===== src/rtl/uart_tx_fifo.sv =====
// Buffered UART transmitter: valid/ready FIFO feeding a back-to-back frame serialiser.
// Optional macro UART_TX_CTS_EN adds the active-low clear-to-send input i_uart_cts_n.
module uart_tx_fifo #(
  parameter int P_SYSTEM_CLK      = 50_000_000,
  parameter int P_UART_BURD_RATE  = 115200,
  parameter int P_UART_DATA_WIDTH = 8,
  parameter int P_UART_CHECK_ON   = 0,
  parameter int P_UART_STOP_WIDTH = 1,
  parameter int P_FIFO_DEPTH      = 16
) (
  input  logic                               i_clk,
  input  logic                               i_rst,
  input  logic [P_UART_DATA_WIDTH-1:0]       i_user_tx_data,
  input  logic                               i_user_tx_valid,
`ifdef UART_TX_CTS_EN
  input  logic                               i_uart_cts_n,
`endif
  output logic                               o_user_tx_ready,
  output logic                               o_uart_tx,
  output logic                               o_tx_busy,
  output logic [$clog2(P_FIFO_DEPTH):0]      o_fifo_level,
  output logic                               o_fifo_empty
);

  localparam int P_BAUD_DIV = P_SYSTEM_CLK / P_UART_BURD_RATE;
  localparam int PTR_W      = $clog2(P_FIFO_DEPTH);
  localparam int LVL_W      = PTR_W + 1;
  localparam int CNT_W      = (P_BAUD_DIV > 1) ? $clog2(P_BAUD_DIV) : 1;
  localparam int BIT_W      = $clog2(P_UART_DATA_WIDTH);
  localparam int DW         = P_UART_DATA_WIDTH;

  localparam logic [CNT_W-1:0] BAUD_LAST = CNT_W'(P_BAUD_DIV - 1);
  localparam logic [BIT_W-1:0] DATA_LAST = BIT_W'(P_UART_DATA_WIDTH - 1);
  localparam logic [BIT_W-1:0] STOP_LAST = BIT_W'(P_UART_STOP_WIDTH - 1);
  localparam logic [LVL_W-1:0] FULL_LVL  = LVL_W'(P_FIFO_DEPTH);

  if (P_BAUD_DIV < 2) begin : g_baud_div_check
    $error("uart_tx_fifo: P_SYSTEM_CLK / P_UART_BURD_RATE must be at least 2");
  end

  typedef enum logic [2:0] {
    S_IDLE   = 3'd0,
    S_START  = 3'd1,
    S_DATA   = 3'd2,
    S_PARITY = 3'd3,
    S_STOP   = 3'd4
  } state_t;

  // Parity bit that completes the data word to odd or even weight.
  function automatic logic calc_parity(input logic [DW-1:0] data);
    if (P_UART_CHECK_ON == 1) begin
      return ~^data;
    end else if (P_UART_CHECK_ON == 2) begin
      return ^data;
    end else begin
      return 1'b0;
    end
  endfunction

  logic [DW-1:0]    mem_r [P_FIFO_DEPTH];
  logic [PTR_W-1:0] wr_ptr_r, rd_ptr_r;
  logic [LVL_W-1:0] count_r;
  logic             full_s, empty_s, push_s, pop_s, cts_ok_s, start_ok_s, baud_last_s;
  logic [DW-1:0]    head_s;

  state_t           state_r, state_nxt_s;
  logic [CNT_W-1:0] baud_r, baud_nxt_s;
  logic [BIT_W-1:0] bit_r, bit_nxt_s;
  logic [DW-1:0]    shift_r, shift_nxt_s;
  logic             parity_r, parity_nxt_s, tx_r, tx_nxt_s, busy_r;

`ifdef UART_TX_CTS_EN
  assign cts_ok_s = ~i_uart_cts_n;
`else
  assign cts_ok_s = 1'b1;
`endif

  assign full_s      = (count_r == FULL_LVL);
  assign empty_s     = (count_r == LVL_W'(0));
  assign push_s      = i_user_tx_valid & ~full_s;
  assign head_s      = mem_r[rd_ptr_r];
  assign start_ok_s  = ~empty_s & cts_ok_s;
  assign baud_last_s = (baud_r == BAUD_LAST);

  assign o_user_tx_ready = ~full_s;
  assign o_fifo_level    = count_r;
  assign o_fifo_empty    = empty_s;
  assign o_uart_tx       = tx_r;
  assign o_tx_busy       = busy_r;

  // FIFO storage; contents are don't-care until written.
  always_ff @(posedge i_clk) begin
    if (push_s) begin
      mem_r[wr_ptr_r] <= i_user_tx_data;
    end
  end

  // FIFO pointers and occupancy; pointers wrap naturally at the power-of-2 depth.
  always_ff @(posedge i_clk or negedge i_rst) begin
    if (!i_rst) begin
      wr_ptr_r <= '0;
      rd_ptr_r <= '0;
      count_r  <= '0;
    end else begin
      if (push_s) wr_ptr_r <= wr_ptr_r + PTR_W'(1);
      if (pop_s)  rd_ptr_r <= rd_ptr_r + PTR_W'(1);
      case ({push_s, pop_s})
        2'b10:   count_r <= count_r + LVL_W'(1);
        2'b01:   count_r <= count_r - LVL_W'(1);
        default: count_r <= count_r;
      endcase
    end
  end

  // Frame sequencing; tx_nxt_s is the line level for the state being entered.
  always_comb begin
    state_nxt_s  = state_r;
    baud_nxt_s   = baud_r;
    bit_nxt_s    = bit_r;
    shift_nxt_s  = shift_r;
    parity_nxt_s = parity_r;
    tx_nxt_s     = tx_r;
    pop_s        = 1'b0;
    case (state_r)
      S_IDLE: begin
        tx_nxt_s = 1'b1;
        if (start_ok_s) begin
          pop_s        = 1'b1;
          shift_nxt_s  = head_s;
          parity_nxt_s = calc_parity(head_s);
          baud_nxt_s   = '0;
          tx_nxt_s     = 1'b0;
          state_nxt_s  = S_START;
        end else begin
          baud_nxt_s = '0;
        end
      end
      S_START: begin
        if (baud_last_s) begin
          baud_nxt_s  = '0;
          bit_nxt_s   = '0;
          tx_nxt_s    = shift_r[0];
          state_nxt_s = S_DATA;
        end else begin
          baud_nxt_s = baud_r + CNT_W'(1);
        end
      end
      S_DATA: begin
        if (baud_last_s) begin
          baud_nxt_s = '0;
          if (bit_r == DATA_LAST) begin
            bit_nxt_s = '0;
            if (P_UART_CHECK_ON != 0) begin
              tx_nxt_s    = parity_r;
              state_nxt_s = S_PARITY;
            end else begin
              tx_nxt_s    = 1'b1;
              state_nxt_s = S_STOP;
            end
          end else begin
            bit_nxt_s   = bit_r + BIT_W'(1);
            shift_nxt_s = {1'b0, shift_r[DW-1:1]};
            tx_nxt_s    = shift_r[1];
          end
        end else begin
          baud_nxt_s = baud_r + CNT_W'(1);
        end
      end
      S_PARITY: begin
        if (baud_last_s) begin
          baud_nxt_s  = '0;
          bit_nxt_s   = '0;
          tx_nxt_s    = 1'b1;
          state_nxt_s = S_STOP;
        end else begin
          baud_nxt_s = baud_r + CNT_W'(1);
        end
      end
      S_STOP: begin
        if (baud_last_s) begin
          baud_nxt_s = '0;
          if (bit_r == STOP_LAST) begin
            bit_nxt_s = '0;
            // Chain straight into the next start bit when data is waiting.
            if (start_ok_s) begin
              pop_s        = 1'b1;
              shift_nxt_s  = head_s;
              parity_nxt_s = calc_parity(head_s);
              tx_nxt_s     = 1'b0;
              state_nxt_s  = S_START;
            end else begin
              tx_nxt_s    = 1'b1;
              state_nxt_s = S_IDLE;
            end
          end else begin
            bit_nxt_s = bit_r + BIT_W'(1);
          end
        end else begin
          baud_nxt_s = baud_r + CNT_W'(1);
        end
      end
      default: begin
        baud_nxt_s  = '0;
        bit_nxt_s   = '0;
        tx_nxt_s    = 1'b1;
        state_nxt_s = S_IDLE;
      end
    endcase
  end

  // Serialiser state and registered line outputs.
  always_ff @(posedge i_clk or negedge i_rst) begin
    if (!i_rst) begin
      state_r  <= S_IDLE;
      baud_r   <= '0;
      bit_r    <= '0;
      shift_r  <= '0;
      parity_r <= 1'b0;
      tx_r     <= 1'b1;
      busy_r   <= 1'b0;
    end else begin
      state_r  <= state_nxt_s;
      baud_r   <= baud_nxt_s;
      bit_r    <= bit_nxt_s;
      shift_r  <= shift_nxt_s;
      parity_r <= parity_nxt_s;
      tx_r     <= tx_nxt_s;
      busy_r   <= (state_nxt_s != S_IDLE);
    end
  end

endmodule


===== config.mk =====
export PLATFORM = sky130hd
export DESIGN_NAME = uart_tx_fifo
export DESIGN_NICKNAME = d
export VERILOG_FILES = /design/src/rtl/uart_tx_fifo.sv
export SDC_FILE = /design/constraint.sdc
export NUM_CORES = 1
export LEC_CHECK = 0
export CORE_MARGIN = 2
export CORE_UTILIZATION = 45
export DETAILED_ROUTE_END_ITERATION = 16
export PLACE_DENSITY_LB_ADDON = 0.05
export SYNTH_ARGS = -nofsm -noshare
export SYNTH_HDL_FRONTEND = slang
export SYNTH_SLANG_ARGS = --single-unit

===== constraint.sdc =====
create_clock -name i_clk -period 5.35 [get_ports i_clk]
set_input_delay 0.535 -clock i_clk [delete_from_list [all_inputs] [get_ports i_clk]]
set_output_delay 0.535 -clock i_clk [all_outputs]
set_load 0.1 [all_outputs]

==> Word level (Yosys, flattened, before mapping) <==
Memory sizes are Yosys's and may differ from the RTL's.
Index checks and enable logic that the tools add are counted.
W data, S select, Z words.
{ "word_totals": {"n_memories": 1, "mem_bits_rw": 128, "inputBits": 11, "latchBits": 0, "reg_bits": 38, "mem_bits_ro": 0, "wordCells": 84, "out_inout_bits": 9} }
{ "classes": {"eq_ne": 16, "bitwise": 3, "add_sub_neg": 6, "muxes": 38, "multipliers": 0, "n_div": 0, "reduce_logical": 11, "shift": 0, "magnitude_cmp": 0} }
{ "memory_table": {"columns": ["name", "words", "word_bits", "rd", "rd_ports_with_merged_regs", "write_ports", "line", "rtl"], "rows": [
  ["mem_r", 16, 8, 1, 0, 1, "60", "logic [DW-1:0] mem_r [P_FIFO_DEPTH];"]
]} }
{ "ops": {"columns": ["operator", "count"], "rows": [
  ["$mux W8", 5],
  ["$mux W3", 12],
  ["$pmux W8 S3", 1],
  ["$mux W9", 2],
  ["$pmux W3 S5", 1],
  ["$mux W1", 13],
  ["$ne A2 B2 Y1 const B", 6],
  ["$pmux W3 S4", 1],
  ["$pmux W5 S2", 1],
  ["$reduce_and A5 Y1", 2],
  ["$add A9 B1 Y9 const B", 1],
  ["$eq A9 B9 Y1 const B", 1],
  ["$add A4 B1 Y4 const B", 2],
  ["$eq A3 B2 Y1 const B", 2],
  ["$eq A3 B3 Y1 const B", 2],
  ["$logic_not A3 Y1", 2],
  ["$reduce_bool A3 Y1", 2],
  ["$add A5 B1 Y5 const B", 1],
  ["$eq A5 B5 Y1 const B", 1],
  ["$logic_not A5 Y1", 1],
  ["$pmux W1 S5", 1],
  ["$sub A5 B1 Y5 const B", 1],
  ["$reduce_and A4 Y1", 1],
  ["$reduce_or A4 Y1", 1],
  ["10 further kinds", 11]
]} }

==> Logic depth before layout (Yosys ltp) <==
{ "depth": {"ltp_word": 7, "ltp_mapped": 14, "depth_no_buf": 14} }

==> Least setup slack after synthesis <==
Ideal clock, no wire load.
{ "synth_timing": {"kind": "register to register", "start": "register count_r[0] (netlist: o_fifo_level[0])", "end": "register count_r[4] (netlist: o_fifo_level[4])", "slack_ns": 1.433, "stages_incl_launch_ff": 14, "period_less_slack_ns": 3.917, "required_ns": 5.269, "setup_ns": 0.081, "t_arrival_ns": 3.836, "path_cell_list": "dfrtp_1 -> nor4_1 -> nand2_1 -> and2_1 -> clkbuf_1 -> inv_1 -> ha_1 -> inv_1 -> fa_1 -> nor2b_1 -> o21ai_0 -> and3_1 -> nor3_1 -> xnor2_1"} }
{ "synth_lines": {"columns": ["element", "line", "rtl"], "rows": [
  ["start: declaration", "62", "logic [LVL_W-1:0] count_r;"],
  ["start signal: assignment", "108", "2'b10: count_r <= count_r + LVL_W'(1);"],
  ["start signal: assignment", "109", "2'b01: count_r <= count_r - LVL_W'(1);"],
  ["start signal: assignment", "110", "default: count_r <= count_r;"],
  ["$eq A5 B5 Y1 (*)", "78", "assign full_s = (count_r == FULL_LVL);"],
  ["$not A1 Y1 (*)", null, null],
  ["via o_user_tx_ready", "18", "output logic o_user_tx_ready,"],
  ["$and A1 B1 Y1 (*)", "80", "assign push_s = i_user_tx_valid & ~full_s;"],
  ["$eq A2 B1 Y1 / $eq A2 B2 Y1 (equally long branches)", "107", "case ({push_s, pop_s})"],
  ["$pmux W5 S2 / $reduce_bool A2 Y1 (equally long branches)", null, null]
]} }
The timed path passes the listed nets; every way through them passes the cells marked *.
A chain may end at the register's enable or synchronous reset.

==> Final worst setup path <==
{ "layout_timing": {"start": "register count_r[1] (netlist: o_fifo_level[1])", "end": "output port o_fifo_empty"} }
{ "layout_between": {"elab_chain_cells": 1} }
{ "layout_rtl": {"columns": ["element", "line", "rtl"], "rows": [
  ["$logic_not A5 Y1", "79", "assign empty_s = (count_r == LVL_W'(0));"],
  ["end: declaration", "22", "output logic o_fifo_empty"]
]} }
No other way between the ends.

==> impl_metrics.csv <==
group,metric,value,unit
floorplanning,num_rows,45,
floorplanning,coreArea,15090,um^2
critical_path,r2r_setup_slack,2.25,ns
yosys,synth_common_cells,"128 x edfxtp_1, 37 x dfrtp_1, 36 x nor2_1, 33 x mux4_2, 26 x a21oi_1",
floorplanning,die-width,127.9,um
grt,antenna_found_initial,0,
cts,ctsResizeCount,0,
grt,gr-total-overflow,0,
floorplanning,pin_count,20,
yosys,ys_async_sr_fraction,22.89,%
critical_path,crit_arrival,2.74,ns
yosys,synth_area_leaders,"edfxtp_1 56%, dfrtp_1 13%, mux4_2 11%",
yosys,synth_edf_count,128,
yosys,synth_top_cell_area_share,55.62,%
power_and_ir_drop,total_leakage_power,2.727,nW
cts,cts_max_path_buffers,2,
final_layout,drive_above_1_share,17.18,%
yosys,yosysMostFrequentCell,"edfxtp_1",
floorplanning,initial_utilization,45.80,%
timing,hold_violations,0,
detailed_routing,route.detailed.drc,0,
grt,grt_max_degree,39,
yosys,yosysWarnings,0,
final_layout,antennaDiodeCount,0,
cts,cts_tree,"yes",
critical_path,r2r_start,"baud_r[3]",
yosys,avgSynthCellArea,16.38,um^2
yosys,synth_cells,422,
cts,cts_max_level,4,
yosys,yosys.area.top_type,"edfxtp_1",
critical_path,rr_endpoint,"o_fifo_level[4]",
floorplanning,die_h,127.9,um
yosys,synth_nets,448,
final_layout,areaGrowthSynthToFinish,13.69,%
grt,grt_pass1_vias,3637,
critical_path,critPathMaxFanout,5,
yosys,synth_area,6910,um^2
timing,skew,0.01190,ns
critical_path,critPathLaunchType,"flop",
grt,use_met2,30.14,%
timing,worst_slew_pin_slew,1.058,ns
yosys,ys_ff_latch,166,
grt,grt_pass1_wl,21450,um
timing,slew_violations,0,
cts,cts.root.buffer_cell,"clkbuf_16",
floorplanning,dieArea,16360,um^2
timing,fin_tns_setup,0,ns
worst_hold_path,hp-class,"primary input to async pin",
grt,met1_usage,24.57,%
detailed_routing,wl_per_cell,21.18,um
outcome,status,"finished, final reports clean",
detailed_routing,num_vias,3609,
detailed_routing,routed_wl,13600,um
timing,rsz0062_at_grt,"false",
detailed_routing,drt_iter0_drc,300,
power_and_ir_drop,power_density,417.6,nW/um^2
job,maxCapViolCount,0,
cts,clock_latency,0.43,ns
critical_path,worst_r2r_path_depth,12,
power_and_ir_drop,finalPower,3.281,mW
timing,min_period,3.272,ns
cts,clock-sinks,166,
cts,numCtsBuffers,17,
power_and_ir_drop,worst_ir_drop_vdd,0.0003150,V
placed_design,portBuffers,19,
detailed_routing,ant_nets,0,
yosys,synth_flop_cell,"edfxtp_1",
critical_path,path_class,"flop to output port",
timing,period_share,61.16,%
critical_path,crit_required,4.82,ns
timing,fmax,305.6,MHz
grt,track_usage,18.44,%
grt,use_met3,4.382,%
cts,path_clk_slew,0.06,ns
detailed_routing,vias_per_cell,5.621,
detailed_routing,drt-pass1-iter-count,4,
yosys,seq_area_frac_synth,69.40,%
grt,grt.busiest_layer,"met2",
timing,relSlewSlack,29.21,%
yosys,yosys.cell_types.count,42,
placed_design,place.detailed.hpwl,8704,um
cts,hold_buffers,0,
placed_design,gp_congestion,0.7528,
cts,postCtsSetupBuffers,0,
critical_path,endpoint_kind,"output port",
timing,setup_viol,0,
final_layout,nets,467,
==> worst max-delay path: stages, from the launching register on <==
cell             delay, ns
dfrtp_1               0.43
nor4_1                0.44
nand2_1               0.17
inv_1                 0.13
clkdlybuf4s50_1       1.14
==> per-layer routing <==
metal | vias to the layer above | wire, um
li1 | 1659 | -
met1 | 1876 | 6085
met2 | 64 | 6947
met3 | 10 | 430
met4 | 0 | 134
met5 | - | 0
==> report_power, final <==
| group | internal (mW) | total [mW] | switching (mW) |
|---|---|---|---|
| Combinational | 0.139 | 0.503 | 0.365 |
| Clock | 0.688 | 1.18 | 0.494 |
| Sequential | 1.52 | 1.59 | 0.0698 |
==> cell usage in the layout, fill, tap and decap left out, types with 6 or more instances in the layout <==
cell type,count
xnor2_1,11
ha_1,14
mux4_2,33
dfrtp_1,35
a21oi_1,26
o21ai_0,7
nand2_1,21
clkinv_4,6
xor2_1,6
inv_1,15
clkdlybuf4s50_1,18
nor2_1,36
clkbuf_16,17
a22oi_1,12
edfxtp_1,128
==> sequential cells by signal, indices dropped and copies added, names as in the netlist <==
signal and flops:
mem_r 128, bit_r 3, o_tx_busy 1, shift_r 8
rd_ptr_r 4, baud_r 9, o_uart_tx 1, state_r 3
o_fifo_level 5, wr_ptr_r 4
==> how the worst max path moves through the flow <==
| stage | slack (ns) | cells past startpoint | endpoint | from |
|---|---|---|---|---|
| global route | 1.91 | 12 | o_fifo_level[4] | baud_r[3] |
| global placement | 2.33 | 12 | o_fifo_level[4] | baud_r[2] |
| finish | 2.08 | 4 | o_fifo_empty | o_fifo_level[1] |
| detailed placement | 2.24 | 12 | o_fifo_level[4] | baud_r[2] |
| CTS | 2.04 | 4 | o_fifo_empty | o_fifo_level[1] |
| floorplan | 1.43 | 13 | o_fifo_level[4] | o_fifo_level[0] |
==> kinds of logic after synthesis <==
logic type	after synthesis	synth area share, %
and+or+nand+nor	96	6.863
xor gates and xnor gates	17	2.155
DFF	166	69.40
muxes	38	11.55
adders and majority gates	16	2.969
buffers and inverters	35	2.046
AOI/OAI and AO/OA	54	5.016
==> per-stage QoR <==
step	cells	hold WS (ns)	setup slack [ns]	cell area, um^2	utilization (%)
detailed placement	610	0.4808	2.244	7276	48.22
CTS	642	0.2579	2.038	7856	52.06
global placement	610	0.4782	2.328	7276	48.22
global route	642	0.2949	1.914	7856	52.06
finish	642	0.2309	2.078	7856	52.06
floorplan	422	0.2394	1.433	6910	-
==> final cells by class <==
type	instances	area, um^2
inverters	15	56.30
multi-input cells	221	1993
flip-flops and latches	166	4798
clock inverters	15	155.1
repair buffers	20	192.7
fillers	1255	7233
clock buffers	17	425.4
well taps	188	235.2
(Power assumes the default switching activity.)
